### src/rtl/apb_pkg.sv
// Shared definitions for the APB slave bank.
//   apb_state_e      : per-transfer FSM encoding (IDLE / SETUP / ACCESS)
//   WAIT_CYCLES_MAX  : largest supported wait-state count
//   WAIT_CNT_W       : width of the wait-state counter
//   clog2()          : constant-evaluable ceiling log2 for index widths
package apb_pkg;

  typedef enum logic [1:0] {
    ST_IDLE   = 2'd0,
    ST_SETUP  = 2'd1,
    ST_ACCESS = 2'd2
  } apb_state_e;

  localparam int WAIT_CYCLES_MAX = 15;
  localparam int WAIT_CNT_W      = 4;

  function automatic int clog2(input int value);
    int r;
    r = 0;
    for (int i = 0; i < 31; i++) begin
      if ((1 << i) < value) r = i + 1;
    end
    return r;
  endfunction

endpackage

### src/rtl/apb_slave_regfile.sv
// One APB slave's word-addressed register file.
//   clk, rst_n : clock and asynchronous active-low reset (all words -> RESET_VAL)
//   we         : commit wdata into word waddr at the rising edge
//   waddr      : word index of the write
//   wdata      : write data
//   raddr      : word index of the combinational read port
//   rdata      : contents of word raddr
module apb_slave_regfile
  import apb_pkg::*;
#(
  parameter int                    DATA_WIDTH = 32,
  parameter int                    DEPTH      = 16,
  parameter logic [DATA_WIDTH-1:0] RESET_VAL  = '0,
  localparam int                   IDX_W      = clog2(DEPTH)
) (
  input  logic                  clk,
  input  logic                  rst_n,
  input  logic                  we,
  input  logic [IDX_W-1:0]      waddr,
  input  logic [DATA_WIDTH-1:0] wdata,
  input  logic [IDX_W-1:0]      raddr,
  output logic [DATA_WIDTH-1:0] rdata
);

  logic [DATA_WIDTH-1:0] mem [DEPTH];

  always_ff @(posedge clk or negedge rst_n) begin
    if (!rst_n) begin
      for (int i = 0; i < DEPTH; i++) mem[i] <= RESET_VAL;
    end else if (we) begin
      mem[waddr] <= wdata;
    end
  end

  assign rdata = mem[raddr];

endmodule

### src/rtl/apb_slave_bank.sv
// APB slave bank: NUM_SLAVES register-file slaves behind one transfer FSM.
//   Hclk, Hresetn : clock, asynchronous active-low reset
//   Pselx         : one-hot slave select
//   Penable       : APB enable
//   Pwrite        : 1 = write, 0 = read
//   Paddr         : byte address, word index = Paddr[2 +: log2(DEPTH)]
//   Pwdata        : write data
//   Prdata        : read data, non-zero only on a completing good read
//   Pready        : transfer completes this cycle
//   Pslverr       : completing transfer is in error (qualified by Pready)
// Build option: APB_WAIT_STATES_EN enables the WAIT_CYCLES wait-state counter;
// without it every ACCESS cycle completes immediately.
module apb_slave_bank
  import apb_pkg::*;
#(
  parameter int                    NUM_SLAVES  = 3,
  parameter int                    DATA_WIDTH  = 32,
  parameter int                    ADDR_WIDTH  = 32,
  parameter int                    DEPTH       = 16,
  parameter int                    WAIT_CYCLES = 0,
  parameter logic [DATA_WIDTH-1:0] RESET_VAL   = '0
) (
  input  logic                  Hclk,
  input  logic                  Hresetn,
  input  logic [NUM_SLAVES-1:0] Pselx,
  input  logic                  Penable,
  input  logic                  Pwrite,
  input  logic [ADDR_WIDTH-1:0] Paddr,
  input  logic [DATA_WIDTH-1:0] Pwdata,
  output logic [DATA_WIDTH-1:0] Prdata,
  output logic                  Pready,
  output logic                  Pslverr
);

  localparam int IDX_W = clog2(DEPTH);

  function automatic logic is_onehot(input logic [NUM_SLAVES-1:0] v);
    return (v != '0) && ((v & (v - NUM_SLAVES'(1))) == '0);
  endfunction

  apb_state_e            state_q, state_d;
  logic [NUM_SLAVES-1:0] psel_p1;
  logic                  pwrite_p1, err_p1;
  logic [IDX_W-1:0]      idx_p1;
  logic [DATA_WIDTH-1:0] wdata_p1, rd_p1;

  logic                  setup_req, err_c, pready_c, bank_we;
  logic [IDX_W-1:0]      idx_c;
  logic [DATA_WIDTH-1:0] rdata_s [NUM_SLAVES];
  logic [DATA_WIDTH-1:0] rd_mux;
  logic                  unused_addr_lsb;

  // byte lanes are not supported; the two low address bits carry no meaning
  assign unused_addr_lsb = ^Paddr[1:0];

  assign setup_req = (|Pselx) && !Penable;
  assign idx_c     = Paddr[2 +: IDX_W];
  assign err_c     = !is_onehot(Pselx) || (Paddr[ADDR_WIDTH-1:2+IDX_W] != '0);

`ifdef APB_WAIT_STATES_EN
  logic [WAIT_CNT_W-1:0] cnt_q;

  always_ff @(posedge Hclk or negedge Hresetn) begin
    if (!Hresetn) begin
      cnt_q <= '0;
    end else if (state_q == ST_SETUP) begin
      cnt_q <= WAIT_CNT_W'(WAIT_CYCLES);
    end else if ((state_q == ST_ACCESS) && (cnt_q != '0)) begin
      cnt_q <= cnt_q - WAIT_CNT_W'(1);
    end
  end

  assign pready_c = (state_q == ST_ACCESS) && (cnt_q == '0);
`else
  assign pready_c = (state_q == ST_ACCESS);
`endif

  always_ff @(posedge Hclk or negedge Hresetn) begin
    if (!Hresetn) state_q <= ST_IDLE;
    else          state_q <= state_d;
  end

  // A completing ACCESS may chain straight into the next SETUP; an ACCESS
  // still waiting is abandoned as soon as the master drops every select.
  always_comb begin
    state_d = state_q;
    case (state_q)
      ST_IDLE:   if (setup_req) state_d = ST_SETUP;
      ST_SETUP:  state_d = ST_ACCESS;
      ST_ACCESS: begin
        if (pready_c)            state_d = setup_req ? ST_SETUP : ST_IDLE;
        else if (Pselx == '0)    state_d = ST_IDLE;
      end
      default:   state_d = ST_IDLE;
    endcase
  end

  always_comb begin
    rd_mux = '0;
    for (int i = 0; i < NUM_SLAVES; i++) begin
      if (Pselx[i]) rd_mux = rd_mux | rdata_s[i];
    end
  end

  // ---- stage p1: SETUP capture (control with reset, data without) ----
  always_ff @(posedge Hclk or negedge Hresetn) begin
    if (!Hresetn) begin
      psel_p1   <= '0;
      pwrite_p1 <= 1'b0;
      err_p1    <= 1'b0;
    end else if (state_q == ST_SETUP) begin
      psel_p1   <= Pselx;
      pwrite_p1 <= Pwrite;
      err_p1    <= err_c;
    end
  end

  always_ff @(posedge Hclk) begin
    if (state_q == ST_SETUP) begin
      idx_p1   <= idx_c;
      wdata_p1 <= Pwdata;
      rd_p1    <= err_c ? '0 : rd_mux;
    end
  end

  // ---- ACCESS completion: write commit and response ----
  assign bank_we = pready_c && pwrite_p1 && !err_p1;

  for (genvar g = 0; g < NUM_SLAVES; g++) begin : g_slave
    apb_slave_regfile #(
      .DATA_WIDTH(DATA_WIDTH),
      .DEPTH     (DEPTH),
      .RESET_VAL (RESET_VAL)
    ) u_regfile (
      .clk  (Hclk),
      .rst_n(Hresetn),
      .we   (bank_we && psel_p1[g]),
      .waddr(idx_p1),
      .wdata(wdata_p1),
      .raddr(idx_c),
      .rdata(rdata_s[g])
    );
  end

  assign Pready  = pready_c;
  assign Pslverr = pready_c && err_p1;
  assign Prdata  = (pready_c && !pwrite_p1 && !err_p1) ? rd_p1 : '0;

endmodule

### config.mk
export PLATFORM = sky130hd
export DESIGN_NAME = apb_slave_bank
export DESIGN_NICKNAME = d
export VERILOG_FILES = /design/src/rtl/apb_pkg.sv /design/src/rtl/apb_slave_regfile.sv /design/src/rtl/apb_slave_bank.sv
export SDC_FILE = /design/constraint.sdc
export NUM_CORES = 2
export LEC_CHECK = 0
export ABC_AREA = 1
export CORE_MARGIN = 2
export CORE_UTILIZATION = 45
export CTS_CLUSTER_SIZE = 14
export DETAILED_ROUTE_END_ITERATION = 10
export GPL_TIMING_DRIVEN = 1
export SYNTH_ARGS = -nofsm -noshare
export SYNTH_HDL_FRONTEND = slang
export SYNTH_SLANG_ARGS = --single-unit
### constraint.sdc
create_clock -name Hclk -period 3.61 [get_ports Hclk]
set_clock_uncertainty 0.15 [all_clocks]
set_input_delay 0.722 -clock Hclk [delete_from_list [all_inputs] [get_ports Hclk]]
set_output_delay 0.722 -clock Hclk [all_outputs]
set_load 0.01 [all_outputs]
==> results.yml <==
clocking:
  cts_made_buffers: 174
  htreeDepth: 4
  root_buffer: "clkbuf_16"
  post-cts-setup-buffers: 0
  cts_tree: "built"
  insertion_delay_ns: 0.81
  path_clk_slew_ns: 0.06
  clkSinkCount: 1611
  clockBufferDepth: 3
placed_design:
  pre_cts_slack_ns: 0.528
  gp_congestion: 0.814
  port-buffer-count: 102
  dp_hpwl_um: 128000
route:
  route.detailed.drc: 0
  vias: 63968
  wl_per_cell_um: 19.4
  wl_um: 236000
  drt_iter0_drc: 5902
  first_pass_iters: 6
  final_antenna_net_count: 0
  viasPerCell: 5.25
worst_setup_path:
  reg2regPathDepth: 6
  cp-endpoint: "Prdata[31]"
  crit_type: "reg -> out"
  startpoint_type: "flop"
  r2r_setup_slack_ns: 0.98
  r2r-end: "g_slave[0].u_regfile.mem[231]$_DFFE_PN0P_"
  crit_path_start: "state_q[0]$_DFFE_PN0P_"
  critPathMaxFanout: 32
  cp-end-kind: "primary output"
  cp.arrival_ns: 2.55
  r2r-start: "state_q[0]$_DFFE_PN0P_"
  cp_data_required_time_ns: 2.74
synthesis:
  synth.avg_cell_area_um2: 7.77
  synth-xor-area-share_pct: 0
  synth.most_common_cell: "nand2_1"
  syn_area_um2: 77900
  synth-compound-area-share_pct: 10.9
  ys_top_cells_by_count: "3,731 x nand2_1, 1,543 x dfrtp_1, 1,059 x nand3_1"
  synth_cells: 10018
  ys_seq_area_share_pct: 52.2
  synth_warnings: 0
  async_flop_share_pct: 95.8
  ys_ff_latch: 1611
  synth_edf_count: 68
  synthTopCellsByArea: "dfrtp_1 50%, nand2_1 18%, nand3_1 6.8%"
  synth_fa_ha_area_share_pct: 0
  synthSimpleGateAreaFrac_pct: 26.1
  ys_types: 26
  synthMuxAreaShare_pct: 0
  yosys.area.top_type_share_pct: 49.6
  synth_area_leader_cell: "dfrtp_1"
  synth_ff_type: "dfrtp_1"
  synth_top_family_by_area: "simple AND/OR/NAND/NOR gates"
  syn_nets: 10089
grt:
  grt_pass1_wl_um: 369000
  gr-usage-all-layers_pct: 27.1
  grt_pass1_vias: 61103
  grt_max_degree: 123
  grt_util_met3_pct: 3.50
  grt-ovfl-total: 0
  grt_busiest_layer: "met2"
  antenna_found_initial: 1
  use_met1_pct: 37.7
  grtUsageMet2_pct: 43.6
die:
  ios: 105
  rows: 152
  dieArea_um2: 176000
  initial_core_util_pct: 45.4
  core_um2: 172000
  die_y_um: 420
  die_x_um: 420
sta:
  setup_tns_ns: 0
  worstMarginPinSlew_ns: 1.18
  period_share_pct: 94.8
  worst_slack_ns: 0.189
  fin_hold_ws_ns: 0.0885
  rsz0062_at_grt: "false"
  fin_crit_ns: 3.42
  fmax_mhz: 292
  hold_viol: 0
  max_slew_margin_pct: 21.1
  final-setup-viol-count: 0
  finalMaxSlewViolations: 0
pwr:
  ir_worst_vdd_uv: 535
  power_leakage_nw: 41.0
  powerDensity_nw_per_um2: 484
layout:
  utilization_pct: 50.0
  fill_cells: 16643
  fin_nets: 9801
  n_antenna_cell: 0
  syn_to_final_growth_pct: 10.1
  layout-drive-gt1-share_pct: 6.72
status:
  status: "complete, no violations"
hold_path:
  holdCritPathClass: "in -> reg"
flow_run:
  cap_viol_max_count: 0
[per-layer routing]
layer	up-vias	wire [um]
li1	30813	-
met1	30821	106000
met2	1941	108000
met3	393	14600
met4	0	7680
met5	-	0
[per-stage QoR]
stage | instance area, um2 | cells | power [mW]
after floorplan | 77900 | 10018 | 21.8
after global placement | 79800 | 11863 | 23.3
after detailed placement | 79800 | 11863 | 23.4
after CTS | 85800 | 12179 | 41.9
after global routing | 85800 | 12179 | 43.2
final | 85800 | 12179 | 41.6
[how the worst min path moves through the flow]
stage | startpoint | cells past startpoint | to | slack (ns)
floorplan | Hresetn | 0 | err_p1$_DFFE_PN0N_ | 0.28
global placement | g_slave[0].u_regfile.mem[192]$_DFFE_PN0P_ | 2 | g_slave[0].u_regfile.mem[192]$_DFFE_PN0P_ | 0.31
detailed placement | g_slave[1].u_regfile.mem[197]$_DFFE_PN0P_ | 2 | g_slave[1].u_regfile.mem[197]$_DFFE_PN0P_ | 0.32
CTS | Pselx[1] | 3 | psel_p1[1]$_DFFE_PN0N_ | 0.03
global route | Pselx[0] | 3 | psel_p1[0]$_DFFE_PN0N_ | 0.09
finish | Pselx[1] | 3 | psel_p1[1]$_DFFE_PN0N_ | 0.09
[state kept, by name (all words and copies together) (netlist names)]
register,flops
err_p1,1
g_slave.u_regfile.mem,1536
idx_p1,4
psel_p1,3
pwrite_p1,1
rd_p1,32
state_q,2
wdata_p1,32
[cells in the final DEF, fill, tap and decap left out, drive strengths merged]
cell / n
nor4: 4
clkinv: 29
clkbuf: 271
bufinv: 13
nor2: 124
nor3b: 1
nand2: 3779
nand3: 1060
or2: 3
dlygate4sd3: 1
buf: 228
o21ai: 1574
edfxtp: 68
clkdlybuf4s50: 94
dfrtp: 1543
inv: 1045
o211ai: 32
[area by class of cell]
cell class	instances	area, um2	area share, %
Timing Repair Buffer	323	3530	4.12
Clock inverter	44	583	0.680
Tap cell	2310	2890	3.37
Clock buffer	271	5350	6.23
Inverter	1043	3940	4.60
Sequential cell	1611	40700	47.4
Multi-Input combinational cell	6577	28800	33.6
[repair_timing]
action / 4_1_cts / 5_1_grt
endpoints found under the hold margin: 56 / 0
hold buffers: 1 / 0
endpoints found under the setup margin: 0 / 1
gates resized for setup: 0 / 1
[critical path: stages (launching register included)]
cell and delay [ns]:
dfrtp_1 0.41, nor2_4 0.16, inv_1 0.07, nor2_1 0.08, nand2_1 0.07, buf_6 0.21, nor2_1 0.17, clkdlybuf4s50_1 0.56
[cells by family after synthesis]
kind of cell / count (synthesis)
flops: 1611
simple gates: 4971
buf+inv: 1830
compound gates: 1606
[report_power, final]
group / internal [mW] / leakage (nW) / switching [mW] / total (mW)
combinational: 1.16 / 16.0 / 2.64 / 3.80
clock: 11.1 / 2.94 / 7.41 / 18.5
sequential: 18.9 / 22.1 / 0.375 / 19.3
total: 31.1 / 41.0 / 10.4 / 41.6
No activity file was read; power rests on OpenSTA's default activity.
